--- src/rtl/vga_sync_generator.sv ---
`timescale 1ns/1ps
// vga_sync_generator: 640x480@60 raster timing. A pixel-enable divider steps
// the horizontal/vertical counters; every output is registered from the
// current counter values, so outputs lag the counters by one clk and are
// glitch-free. drawRequest and lineFetch are one-clk pulses aligned with the
// first clk on which the registered position shows their trigger pixel.
module vga_sync_generator #(
  parameter int   H_VISIBLE   = 640,
  parameter int   H_FRONT     = 16,
  parameter int   H_SYNC      = 96,
  parameter int   H_BACK      = 48,
  parameter int   V_VISIBLE   = 480,
  parameter int   V_FRONT     = 10,
  parameter int   V_SYNC      = 2,
  parameter int   V_BACK      = 33,
  parameter int   CLK_DIV     = 2,
  parameter logic SYNC_ACTIVE = 1'b0
) (
  input  logic       clk,
  input  logic       rst,
  output logic [8:0] row,
  output logic [9:0] column,
  output logic       displayActive,
  output logic       hsync,
  output logic       vsync,
  output logic       drawRequest,
  output logic       lineFetch,
  output logic [7:0] frameCount
);

  localparam int H_TOTAL = H_VISIBLE + H_FRONT + H_SYNC + H_BACK;
  localparam int V_TOTAL = V_VISIBLE + V_FRONT + V_SYNC + V_BACK;
  localparam int DIV_W   = (CLK_DIV > 1) ? $clog2(CLK_DIV) : 1;

  localparam logic [DIV_W-1:0] DIV_LAST = DIV_W'(CLK_DIV - 1);
  localparam logic [9:0] H_LAST   = 10'(H_TOTAL - 1);
  localparam logic [9:0] H_VIS    = 10'(H_VISIBLE);
  localparam logic [9:0] HS_START = 10'(H_VISIBLE + H_FRONT);
  localparam logic [9:0] HS_END   = 10'(H_VISIBLE + H_FRONT + H_SYNC - 1);
  localparam logic [9:0] V_LAST   = 10'(V_TOTAL - 1);
  localparam logic [9:0] V_VIS    = 10'(V_VISIBLE);
  localparam logic [9:0] V_PRE    = 10'(V_VISIBLE - 1);
  localparam logic [9:0] VS_START = 10'(V_VISIBLE + V_FRONT);
  localparam logic [9:0] VS_END   = 10'(V_VISIBLE + V_FRONT + V_SYNC - 1);
  localparam logic [8:0] ROW_MAX  = 9'(V_VISIBLE - 1);

  logic [DIV_W-1:0] div_q, div_d;
  logic [9:0]       h_q, h_d;
  logic [9:0]       v_q, v_d;
  logic [7:0]       frame_q, frame_d;
  logic             pix_en;

  logic [8:0] row_q, row_d;
  logic [9:0] col_q, col_d;
  logic       active_q, active_d;
  logic       hsync_q, hsync_d;
  logic       vsync_q, vsync_d;
  logic       draw_q, draw_d;
  logic       fetch_q, fetch_d;
  logic       moved;

  // Divider and raster counters: advance one pixel per pixEn, wrap line then frame
  always_comb begin
    pix_en  = (div_q == DIV_LAST);
    div_d   = pix_en ? '0 : div_q + DIV_W'(1);
    h_d     = h_q;
    v_d     = v_q;
    frame_d = frame_q;
    if (pix_en) begin
      if (h_q == H_LAST) begin
        h_d = '0;
        if (v_q == V_LAST) begin
          v_d     = '0;
          frame_d = frame_q + 8'd1;
        end else begin
          v_d = v_q + 10'd1;
        end
      end else begin
        h_d = h_q + 10'd1;
      end
    end
  end

  // Output decode from the current counters; registered below
  always_comb begin
    // div_q==0 marks the first clk at a new position (just after reset the
    // position is (0,0), which is never a pulse trigger)
    moved    = (div_q == '0);
    col_d    = h_q;
    row_d    = (v_q < V_VIS) ? v_q[8:0] : ROW_MAX;
    active_d = (h_q < H_VIS) && (v_q < V_VIS);
    hsync_d  = ((h_q >= HS_START) && (h_q <= HS_END)) ? SYNC_ACTIVE : ~SYNC_ACTIVE;
    vsync_d  = ((v_q >= VS_START) && (v_q <= VS_END)) ? SYNC_ACTIVE : ~SYNC_ACTIVE;
    draw_d   = moved && (h_q == '0) && (v_q == V_VIS);
    fetch_d  = moved && (h_q == H_VIS) && ((v_q < V_PRE) || (v_q == V_LAST));
  end

  // State and output registers with synchronous reset
  always_ff @(posedge clk) begin
    if (rst) begin
      div_q    <= '0;
      h_q      <= '0;
      v_q      <= '0;
      frame_q  <= '0;
      row_q    <= '0;
      col_q    <= '0;
      active_q <= 1'b0;
      hsync_q  <= ~SYNC_ACTIVE;
      vsync_q  <= ~SYNC_ACTIVE;
      draw_q   <= 1'b0;
      fetch_q  <= 1'b0;
    end else begin
      div_q    <= div_d;
      h_q      <= h_d;
      v_q      <= v_d;
      frame_q  <= frame_d;
      row_q    <= row_d;
      col_q    <= col_d;
      active_q <= active_d;
      hsync_q  <= hsync_d;
      vsync_q  <= vsync_d;
      draw_q   <= draw_d;
      fetch_q  <= fetch_d;
    end
  end

  assign row           = row_q;
  assign column        = col_q;
  assign displayActive = active_q;
  assign hsync         = hsync_q;
  assign vsync         = vsync_q;
  assign drawRequest   = draw_q;
  assign lineFetch     = fetch_q;
  assign frameCount    = frame_q;

endmodule
--- config.mk ---
export PLATFORM = sky130hd
export DESIGN_NAME = vga_sync_generator
export DESIGN_NICKNAME = d
export VERILOG_FILES = /design/src/rtl/vga_sync_generator.sv
export SDC_FILE = /design/constraint.sdc
export NUM_CORES = 1
export LEC_CHECK = 0
export CAP_MARGIN = 20
export CORE_MARGIN = 1.5
export CORE_UTILIZATION = 55
export CTS_CLUSTER_DIAMETER = 40
export DETAILED_ROUTE_END_ITERATION = 16
export PLACE_DENSITY = 0.8
export SLEW_MARGIN = 20
export SYNTH_ARGS = -nofsm -noshare
export SYNTH_HDL_FRONTEND = slang
export SYNTH_SLANG_ARGS = --single-unit
--- constraint.sdc ---
create_clock -name clk -period 5.3 [get_ports clk]
set_clock_uncertainty 0.2 [all_clocks]
set_input_delay 0.53 -clock clk [delete_from_list [all_inputs] [get_ports clk]]
set_output_delay 0.53 -clock clk [all_outputs]
set_load 0.01 [all_outputs]
=== Word level (Yosys, flattened, before mapping) ===
Index checks and enable logic that the tools add are counted.

* Bits in registers: 53
* Input port bits: 2
* Logic and storage cells: 47
* Output and inout port bits: 32

* Magnitude comparators: 7
* Mux-type cells: 5
* Eq/ne operators: 4
* Add/sub/neg operators: 4
* Reduce and logical (&&, ||, !) cells: 13
* Bitwise gates (word level): 2

{| class="wikitable"
|+ Operator list
! kind !! number
|-
| $eq 10x10->1 const B || 3
|-
| $add 10x1->10 const B || 2
|-
| $lt 10x9->1 const B || 2
|-
| $mux 10 || 2
|-
| $eq 10x9->1 const B || 1
|-
| $ge 10x10->1 const B || 1
|-
| $ge 10x9->1 const B || 1
|-
| $le 10x10->1 const B || 1
|-
| $le 10x9->1 const B || 1
|-
| $logic_not 10->1 || 1
|-
| $lt 10x10->1 const B || 1
|-
| $mux 9 || 1
|-
| $add 8x1->8 const B || 1
|-
| $logic_and 1x1->1 || 7
|-
| $reduce_or 2->1 || 2
|-
| $reduce_and 3->1 || 1
|-
| $mux 1 || 2
|-
| $not 1->1 || 2
|-
| $reduce_and 2->1 || 1
|-
| $add 1x1->1 const B || 1
|-
| $logic_or 1x1->1 || 1
|}

=== Depth between registers and ports, before layout ===
* Word-level depth: 3
* Depth in mapped cells: 8
* Gate-level depth less buffers: 6

=== Least setup slack after synthesis ===
No wires, ideal clock.

* Path kind: flip-flop to flip-flop
* Start: reg h_q[0], in the netlist col_d[0]
* End: reg frame_q[4], in the netlist frameCount[4]
* Clock period less this slack: 1.897 ns
* Arrival time: 1.565 ns
* Library setup time: 0.132 ns
* Path slack: 3.403 ns
* Path buffers: 3
* Stages on the path, launching flop included: 9
* Cell sequence: dfxtp_1 ha_1 and4_1 buf_6 nand3_4 buf_6 buf_2 o31ai_1 a21oi_1

* Cells in the longest elaborated chain, start to end: 2

{| class="wikitable"
|+ Ends and longest elaborated chain
! element !! line !! source
|-
| start: declaration || 48 || <nowiki>logic [9:0] h_q, h_d;</nowiki>
|-
| start signal: assignment || 102 || <nowiki>h_q <= '0;</nowiki>
|-
| start signal: assignment || 114 || <nowiki>h_q <= h_d;</nowiki>
|-
| $eq 10x10->1 || 70 || <nowiki>if (h_q == H_LAST) begin</nowiki>
|-
| $reduce_and 3->1 (no source line) || n/a ||
|-
| end signal: assignment || 116 || <nowiki>frame_q <= frame_d;</nowiki>
|-
| end: declaration || 50 || <nowiki>logic [7:0] frame_q, frame_d;</nowiki>
|}

Every way passes these cells.
A chain may end at the register's enable or synchronous reset.

=== Final worst setup path ===
* Start: reg h_q[0], in the netlist col_d[0]
* End: reg v_q[9]

* Cells in the longest elaborated chain, start to end: 2

{| class="wikitable"
|+ Ends and longest elaborated chain
! element !! line !! source
|-
| $eq 10x10->1 || 70 ||
|-
| $reduce_and 2->1 (no source line) || n/a ||
|-
| end signal: assignment || 115 || <nowiki>v_q <= v_d;</nowiki>
|-
| end: declaration || 49 || <nowiki>logic [9:0] v_q, v_d;</nowiki>
|}

Every way passes these cells.

==> summary.txt <==
Outcome
  • Status: finished, final reports clean

Synthesis
  • Mean Syn Cell Area: 9.16 um2
  • Area of the mapped netlist: 2200 um2
  • Seq/Total Area, Yosys: 48.3%
  • Synth Instances: 240
  • Dominant cell type by area after synthesis: dfxtp_1
  • Synth area leaders: dfxtp_1, nor2_1, a21oi_1
  • Yosys top cell area share: 48.3%
  • #FFs+latches synth: 53
  • Synth warn: 0
  • Library cells used by synthesis: 39
  • Synth Net Count: 247

Critical path
  • CP endpoint kind: flop
  • CP peak stage delay: 0.58 ns
  • CP startpoint kind: flop
  • R2R Setup Slk: 2.93 ns
  • CP required: 5.34 ns
  • RR Startpoint: col_d[0]$_SDFFE_PP0P_
  • CP Cell Sequence: ha_1 -> and4_1 -> nand3_4 -> or4_1 -> a21oi_1
  • Slowest-stage cell, CP: or4_1
  • Worst path arrival time: 2.41 ns
  • Worst reg-to-reg path cell count: 5
  • Setup CP Type: reg -> reg
  • FF-to-FF End: v_q[9]$_SDFFE_PP0P_
  • Critical path peak fanout: 26

CTS
  • Sinks on the clock net: 53
  • CTS H-tree depth: 2
  • Reg clk slew, reported paths: 0.09 ns
  • Hold_buf cts: 0
  • Clk buf depth: 2
  • Setup Buffers After CTS: 0
  • Root Driver: clkbuf_8
  • CTS tree: built
  • CTS Buf Count: 5
  • Clk_lat worst skew: 0.31 ns
  • Post-CTS sizing: 0

Hold path
  • Hold Path Class: reg -> reg
  • Hold Path Depth: 2
  • Worst Hold Path EP: frameCount[7]$_SDFFE_PP0P_
  • Min-delay src: frameCount[7]$_SDFFE_PP0P_

Routing
  • Met2 WL: 2050 um
  • WL per Instance: 13.3 um
  • Starting DRC count in detailed routing: 145
  • Wire length on met1: 1920 um
  • Post-route DRC: 0
  • Routed wl met3: 142 um
  • ANT nets after route: 0
  • Routed WL: 4170 um
  • Top Metal Used: met4
  • Vias per inst: 5.54
  • Total number of vias: 1738
  • Pre-antenna DRT Iters: 4

Cells and area
  • Fin nets: 272
  • Layout cell share with drive strength beyond 1: 6.02%
  • # diodes: 0
  • Area Overhead vs Synth: 19.2%
  • Util after Layout: 70.0%

Power
  • Sw power: 0.141 mW
  • Power Dens Cells: 264 nW/um2
  • Share of power burned in registers: 58.6%
  • P_int: 0.550 mW
  • Switching Fraction: 20.4%
  • Comb pwr share: 2.6%
  • Share of power burned in the clock network: 38.8%
  • Peak supply drop: 0.169 mV
  • Static leakage: 0.882 nW

Die
  • IO Pins: 34
  • Die area: 4390 um2
  • Core box area: 3740 um2
  • Initial Util: 58.7%
  • Die X: 66.2 um
  • Chip height: 66.2 um
  • Site Rows: 22

STA
  • Least-Margin Pin Slew: 0.617 ns
  • Setup TNS Final: 0 ns
  • Period utilization: 44.7%
  • Hold Vio Cnt, Final: 0
  • Highest Clock Rate: 422 MHz
  • RSZ-0062 raised after global routing: no
  • Worst slew margin: 58.7%
  • Fin. max-slew vios: 0
  • Setup-failing EPs final: 0
  • Minimum clock period: 2.37 ns
  • Final WS setup: 2.93 ns

GRT
  • GRT Util Overall: 21.1%
  • Overflow after GRT: 0
  • Largest net degree at the start of global routing: 44
  • First-pass GRT wire length: 7130 um
  • Initial antenna violation count: 0
  • Vias in the first global route: 1600

Placed design
  • Placer's final routability congestion estimate: 0.820
  • Pre-CTS WS: 2.96 ns
  • Hpwl dp: 2770 um
  • Port bufs: 33

Job
  • Max-Cap Viols: 0
## synth_stat cells, drive strengths merged
master / instances
or4: 9
nand3: 11
nand4b: 1
and2: 2
a21oi: 16
nor2b: 8
nand2b: 3
nand2: 8
or2: 1
buf: 9
o21bai: 1
o311ai: 1
or4b: 1
and3: 4
nor3: 11
nor2: 31
o31ai: 7
nand4: 10
and4: 2
and4b: 1
and4bb: 1
ha: 5
xnor2: 7
clkbuf: 7
a211oi: 1
nor4: 2
xor2: 6
inv: 6
or3: 7
dfxtp: 53
o21ai: 7
o2111ai: 1
## registers in the layout (all words and copies together), names as in the netlist
name,count
displayActive,1
hsync,1
col_d,10
frameCount,8
column,10
v_q,10
lineFetch,1
row,9
div_q,1
vsync,1
drawRequest,1
## final cells by class
cell class | instances | area [um2]
Clock inverter | 2 | 38.8
Fill cell | 322 | 1120
Tap cell | 48 | 60.1
Inverter | 6 | 22.5
Sequential cell | 53 | 1060
Timing Repair Buffer | 34 | 338
Multi-Input combinational cell | 165 | 1030
Clock buffer | 6 | 72.6
## worst max-delay path, delay by kind of cell (launching register included)
kind / cells / cell delay [ns]
AOI/OAI and AO/OA: 1 / 0.16
adders and majority gates: 1 / 0.24
DFF: 1 / 0.41
and+or+nand+nor: 3 / 1.27
## power by group through the flow
stage,combinational [mW],sequential (mW),clock [mW]
floorplan,0.0119,0.413,0
global placement,0.0175,0.413,0
detailed placement,0.0180,0.414,0
CTS,0.0181,0.404,0.275
global route,0.0200,0.405,0.290
finish,0.0180,0.404,0.268
## through the flow
step | cell area [um2] | hold WS (ns) | cells | power [mW]
floorplan | 2200 | 0.264 | 240 | 0.425
global placement | 2510 | 0.275 | 306 | 0.431
detailed placement | 2510 | 0.289 | 306 | 0.432
CTS | 2620 | 0.306 | 314 | 0.697
global route | 2620 | 0.326 | 314 | 0.715
finish | 2620 | 0.305 | 314 | 0.690
## layer usage
layer,track usage [%],up-vias
met3,4.60,7
met4,7.65,0
met5,0,-
met1,25.9,799
met2,36.0,33
li1,-,899
## how the worst max path moves through the flow
stage	slack [ns]	startpoint	cells after the start	to
after floorplan	3.40	col_d[0]$_SDFFE_PP0P_	8	frameCount[4]$_SDFFE_PP0P_
after global placement	3.06	col_d[0]$_SDFFE_PP0P_	5	frameCount[7]$_SDFFE_PP0P_
after detailed placement	2.96	col_d[0]$_SDFFE_PP0P_	5	v_q[7]$_SDFFE_PP0P_
after CTS	2.92	col_d[0]$_SDFFE_PP0P_	5	v_q[7]$_SDFFE_PP0P_
after global routing	2.78	col_d[0]$_SDFFE_PP0P_	5	v_q[9]$_SDFFE_PP0P_
final	2.93	col_d[0]$_SDFFE_PP0P_	5	v_q[9]$_SDFFE_PP0P_
## cells in the final DEF, fill, tap and decap left out, types with 2 or more instances in the layout
| cell | instances |
|---|---|
| dfxtp_1 | 53 |
| clkdlybuf4s50_1 | 33 |
| nor2_1 | 30 |
| a21oi_1 | 16 |
| nor3_1 | 10 |
| nand3_1 | 10 |
| nand4_1 | 9 |
| or4_1 | 9 |
| nand2_1 | 8 |
| nor2b_1 | 8 |
| xnor2_1 | 7 |
| o31ai_1 | 7 |
| o21ai_0 | 7 |
| or3_1 | 7 |
| inv_1 | 6 |
| xor2_1 | 6 |
| ha_1 | 5 |
| clkbuf_8 | 5 |
| and3_1 | 4 |
| nand2b_1 | 3 |
| and4_1 | 2 |
| and2_1 | 2 |
| nor4_1 | 2 |
## cells by family (layout without fill, tap and decap cells)
group / count (synthesis) / after routing / synth area share, %
AND/OR/NAND/NOR: 113 / 113 / 29.4
flip-flops: 53 / 53 / 48.3
AO/OA/AOI/OAI: 34 / 34 / 9.28
buffers and inverters: 22 / 48 / 5.01
XOR/XNOR: 13 / 13 / 5.18
adder cells (fa/ha/maj): 5 / 5 / 2.85
No activity file was read; power rests on OpenSTA's default activity.
